`config.mk`:
```
export PLATFORM = sky130hd
export DESIGN_NAME = sensor_conditioner_flat
export DESIGN_NICKNAME = d
export VERILOG_FILES = /design/src/rtl/sensor_conditioner_if.sv /design/src/rtl/sensor_conditioner.sv /design/src/flat_wrapper.sv
export SDC_FILE = /design/constraint.sdc
export NUM_CORES = 1
export LEC_CHECK = 0
export ABC_CLOCK_PERIOD_IN_PS = 1050
export BUFFER_PORTS_ARGS = -buffer_cell sky130_fd_sc_hd__buf_2
export CAP_MARGIN = 30
export CORE_UTILIZATION = 25
export CTS_BUF_LIST = sky130_fd_sc_hd__clkbuf_8
export DETAILED_ROUTE_END_ITERATION = 16
export HOLD_SLACK_MARGIN = 0.1
export PLACE_DENSITY = 0.42
export SETUP_SLACK_MARGIN = 0.15
export SLEW_MARGIN = 5
export SYNTH_ARGS = -nofsm -noshare
export SYNTH_HDL_FRONTEND = slang
export SYNTH_SLANG_ARGS = --single-unit
```
`constraint.sdc`:
```
create_clock -name clk -period 1.05 [get_ports clk]
set_input_delay 0.0525 -clock clk [delete_from_list [all_inputs] [get_ports clk]]
set_output_delay 0.0525 -clock clk [all_outputs]
set_load 0.005 [all_outputs]
```
`src/rtl/sensor_conditioner_if.sv`:
```
// Raw beam-sensor levels in, conditioned levels and event pulses out.
interface sensor_conditioner_if;
  logic a_raw;
  logic b_raw;
  logic a;
  logic b;
  logic a_rise;
  logic a_fall;
  logic b_rise;
  logic b_fall;
  logic skip;

  modport master (
    output a_raw, b_raw,
    input  a, b, a_rise, a_fall, b_rise, b_fall, skip
  );

  modport slave (
    input  a_raw, b_raw,
    output a, b, a_rise, a_fall, b_rise, b_fall, skip
  );
endinterface

```
`src/rtl/sensor_conditioner.sv`:
```
// Two-channel synchronizer + debouncer for the parking-lot beam sensors, with edge and skip pulses.
// A stable raw change shows on a/b at the (DEBOUNCE+2)th edge; free-running, no backpressure.
module sensor_conditioner #(
  parameter int  DEBOUNCE = 4,
  localparam int CW       = $clog2(DEBOUNCE + 1)
) (
  input  logic                 clk,
  input  logic                 reset,
  sensor_conditioner_if.slave  sif
);
  localparam logic [CW-1:0] LAST = CW'(DEBOUNCE - 1);

  // Bit 0 is channel a, bit 1 is channel b throughout.
  logic [1:0]         s1_q, s1_d;
  logic [1:0]         s2_q, s2_d;
  logic [1:0]         lvl_q, lvl_d;
  logic [1:0]         rise_q, rise_d;
  logic [1:0]         fall_q, fall_d;
  logic [1:0][CW-1:0] cnt_q, cnt_d;
  logic               skip_q, skip_d;
  logic [1:0]         acc;

  always_comb begin
    s1_d  = {sif.b_raw, sif.a_raw};
    s2_d  = s1_q;
    lvl_d = lvl_q;
    cnt_d = cnt_q;
    acc   = '0;
    for (int i = 0; i < 2; i++) begin
      if (s2_q[i] == lvl_q[i]) begin
        cnt_d[i] = '0;
      end else if (cnt_q[i] == LAST) begin
        lvl_d[i] = s2_q[i];
        cnt_d[i] = '0;
        acc[i]   = 1'b1;
      end else begin
        cnt_d[i] = cnt_q[i] + 1'b1;
      end
    end
    rise_d = acc & lvl_d;
    fall_d = acc & ~lvl_d;
    skip_d = &acc;
  end

  always_ff @(posedge clk or negedge reset) begin
    if (!reset) begin
      s1_q   <= '0;
      s2_q   <= '0;
      lvl_q  <= '0;
      cnt_q  <= '0;
      rise_q <= '0;
      fall_q <= '0;
      skip_q <= 1'b0;
    end else begin
      s1_q   <= s1_d;
      s2_q   <= s2_d;
      lvl_q  <= lvl_d;
      cnt_q  <= cnt_d;
      rise_q <= rise_d;
      fall_q <= fall_d;
      skip_q <= skip_d;
    end
  end

  assign sif.a      = lvl_q[0];
  assign sif.b      = lvl_q[1];
  assign sif.a_rise = rise_q[0];
  assign sif.a_fall = fall_q[0];
  assign sif.b_rise = rise_q[1];
  assign sif.b_fall = fall_q[1];
  assign sif.skip   = skip_q;
endmodule

```
`src/flat_wrapper.sv`:
```
// flat-port wrapper written by rule: the top's interface ports become plain ports
module sensor_conditioner_flat 
#(
  parameter int  DEBOUNCE = 4,
  localparam int CW       = $clog2(DEBOUNCE + 1)
)
  (clk, reset, sif_a_raw, sif_b_raw, sif_a, sif_b, sif_a_rise, sif_a_fall, sif_b_rise, sif_b_fall, sif_skip);
  sensor_conditioner_if sif_i ();
  input  logic clk;
  input  logic reset;
  input wire logic [$bits(sif_i.a_raw)-1:0] sif_a_raw;
  input wire logic [$bits(sif_i.b_raw)-1:0] sif_b_raw;
  output wire logic [$bits(sif_i.a)-1:0] sif_a;
  output wire logic [$bits(sif_i.b)-1:0] sif_b;
  output wire logic [$bits(sif_i.a_rise)-1:0] sif_a_rise;
  output wire logic [$bits(sif_i.a_fall)-1:0] sif_a_fall;
  output wire logic [$bits(sif_i.b_rise)-1:0] sif_b_rise;
  output wire logic [$bits(sif_i.b_fall)-1:0] sif_b_fall;
  output wire logic [$bits(sif_i.skip)-1:0] sif_skip;
  assign sif_i.a_raw = sif_a_raw;
  assign sif_i.b_raw = sif_b_raw;
  assign sif_a = sif_i.a;
  assign sif_b = sif_i.b;
  assign sif_a_rise = sif_i.a_rise;
  assign sif_a_fall = sif_i.a_fall;
  assign sif_b_rise = sif_i.b_rise;
  assign sif_b_fall = sif_i.b_fall;
  assign sif_skip = sif_i.skip;
  sensor_conditioner #(.DEBOUNCE(DEBOUNCE)) u_core (.clk(clk), .reset(reset), .sif(sif_i));
endmodule
```
==> flow_summary_export.csv <==
group,metric,value,unit
status,outcome,"complete, but fails checks",
status,failed_checks,"negative setup slack",
critical_path,critPathArrivalTime,1.24,ns
detailed_routing,routed_wl,1.06,mm
detailed_routing,drc,0,
detailed_routing,top_layer_used,"met4",
critical_path,slowest_stage,"dfrtp_1",
sta,worst_clock_skew,0.00181,ns
die,ios,11,
sta,setup_viol,3,
die,die_area,0.00260,mm²
cts,cts_max_level,1,
synthesis,ys_warn_count,0,
cts,path_clk_slew,0.06,ns
critical_path,slowest_delay,0.35,ns
die,start_util,0.268,
detailed_routing,wl_met2,482,µm
place,pre_cts_ws,-0.0443,ns
critical_path,critPathBufInv,1,
synthesis,synth_cells,37,
critical_path,critical-path-top-delay-family,"flip-flops",
cts,tritoncts,"done",
sta,drv_slew,0,
detailed_routing,drtIter0Drc,2,
cts,clock-root-buffer,"clkbuf_8",
final_layout,nets,70,
synthesis,syn_area,599,µm²
detailed_routing,firstDrtPassIters,4,
sta,slew_headroom,0.752,
critical_path,cp_data_required_time,1.20,ns
sta,rsz0062_at_grt,"yes",
sta,worst_hold_slack,0.244,ns
final_layout,final_cell_mix,"dfrtp_1, buf_2, buf_4, nor3b_2",
sta,period_share,1.04,
detailed_routing,vias_per_cell,4.04,
die,die_h,51.0,µm
detailed_routing,wire_per_inst,11.6,µm
die,fp-row-count,17,
cts,clk_latency,0.25,ns
cts,clock_path_buffers,2,
critical_path,crit_path_end_kind,"flop",
sta,period_minus_slack,1.09,ns
pwr,peakVddDrop,0.00154,V
die,die_w,51.0,µm
detailed_routing,wl_met1,519,µm
global_routing,grt_max_degree,18,
die,coreArea,0.00223,mm²
detailed_routing,ant_nets,0,
synthesis,synth-seq-area-share,0.710,
global_routing,grt_pass1_wl,1.79,mm
pwr,power.total,2.11,mW
synthesis,netlist-cell-type-count,10,
global_routing,grt_use_total,0.0972,
critical_path,timing_worst_setup_path_type,"reg -> reg",
synthesis,syn_area_per_cell,16.2,µm²
final_layout,drive_gt1_frac,0.651,
critical_path,r2r_slack,-0.04,ns
cts,cts_buffers,3,
detailed_routing,met3WireLength,40,µm
global_routing,antenna_found_initial,0,
final_layout,layout_commonest_cell,"dfrtp_1",
job,cap_violations,0,
synthesis,ys_ff_latch,17,
min_path,hold_class,"in -> async",
final_layout,syn2layout_area_growth,57.4,%
final_layout,n_antenna_cell,0,
sta,fmax,0.915,GHz
final_layout,fill_cells,219,
global_routing,overflow,0,
cts,cts_sinks,17,
critical_path,startpoint_type,"flop",
place,gp_congestion,0.635,
sta,hold_viol,0,
detailed_routing,dr_total_vias,368,
pwr,powerDensity,2230,mW/mm²
critical_path,path_cells,"ha_2, buf_4, nand2b_4, nor4_2",
global_routing,grt_pass1_vias,417,
pwr,leakagePower,0.436,nW
synthesis,syn_nets,43,
sta,worstMarginPinSlew,0.372,ns
sta,timing.final.ws_setup,-0.0432,ns
place,port_buffers,10,
critical_path,crit_fanout,3,
==> synth_stat cells, drive strengths merged <==
cell	count	area, µm²
nor3	1	5.00
nor2b	3	18.8
nand2b	2	20.0
mux2	2	22.5
ha	2	25.0
xnor2	2	17.5
nor3b	7	52.6
dfrtp	17	425
nor4	1	12.5
==> worst register-to-register path: stages, from the launching register on <==
cell and delay (ns):
dfrtp_1 0.35, ha_2 0.18, buf_4 0.13, nand2b_4 0.07
nor4_2 0.27
==> path summary, 6_finish.rpt <==
kind / startpoint / depth (start not counted) / end
worst max-delay path: u_core.cnt_q[0] / 4 / u_core.sif.skip
worst min-delay path: reset / 2 / u_core.cnt_q[1]
worst max register to register: u_core.cnt_q[0] / 4 / u_core.sif.skip
worst min register to register: u_core.s1_q[0] / 0 / u_core.s2_q[0]
max in group asynchronous: reset / 2 / u_core.s2_q[1]
min in group clk: u_core.s1_q[0] / 0 / u_core.s2_q[0]
==> kinds of logic (layout without fill, tap and decap cells) <==
family	after synthesis	count (layout)	synth area share
muxes	2	2	0.0376
DFF	17	17	0.710
and+or+nand+nor	14	14	0.182
adders and majority gates	2	2	0.0417
buffers and inverters	0	26	0
xor gates and xnor gates	2	2	0.0292
==> report_power, final <==
group | leakage [nW] | switching [mW] | internal, mW
clock | 0.0269 | 0.207 | 0.259
combinational | 0.191 | 0.256 | 0.457
sequential | 0.218 | 0.148 | 0.779
==> area by class of cell <==
type / instances / area (µm²) / share of cell area
Clock buffer: 3 / 41.3 / 0.0438
Sequential cell: 17 / 428 / 0.454
Timing Repair Buffer: 22 / 151 / 0.160
Multi-Input combinational cell: 20 / 284 / 0.301
Tap cell: 28 / 35.0 / 0.0371
Clock inverter: 1 / 3.75 / 0.00398
==> sequential cells by signal, indices dropped and copies added, names as in the netlist <==
signal and cells:
u_core.cnt_q 6, u_core.fall_q 2, u_core.lvl_q 2, u_core.rise_q 2
u_core.s1_q 2, u_core.s2_q 2, u_core.sif.skip 1
==> stage by stage <==
step / util / area, µm² / TNS (ns) / std cells
finish: 0.422 / 943 / -0.127 / 91
global route: 0.422 / 943 / -0.258 / 91
CTS: 0.407 / 908 / -0.145 / 88
detailed placement: 0.329 / 734 / -0.0699 / 77
global placement: 0.329 / 734 / -0.0412 / 77
floorplan: - / 634 / -0.0130 / 37
==> layer usage <==
layer,global-route usage,vias to the layer above
met5,0,-
met4,0.0417,0
met2,0.145,9
met1,0.130,177
met3,0.0298,3
li1,-,179
==> what timing repair did <==
action / 4_1_cts / 5_1_grt
pin swaps: 4 / 2
gates resized for setup: 12 / 2
setup endpoints to repair: 15 / 15
setup buffers: 4 / 3
hold buffers: 3 / 0
hold endpoints to repair: 19 / 0
(Power assumes the default switching activity.)
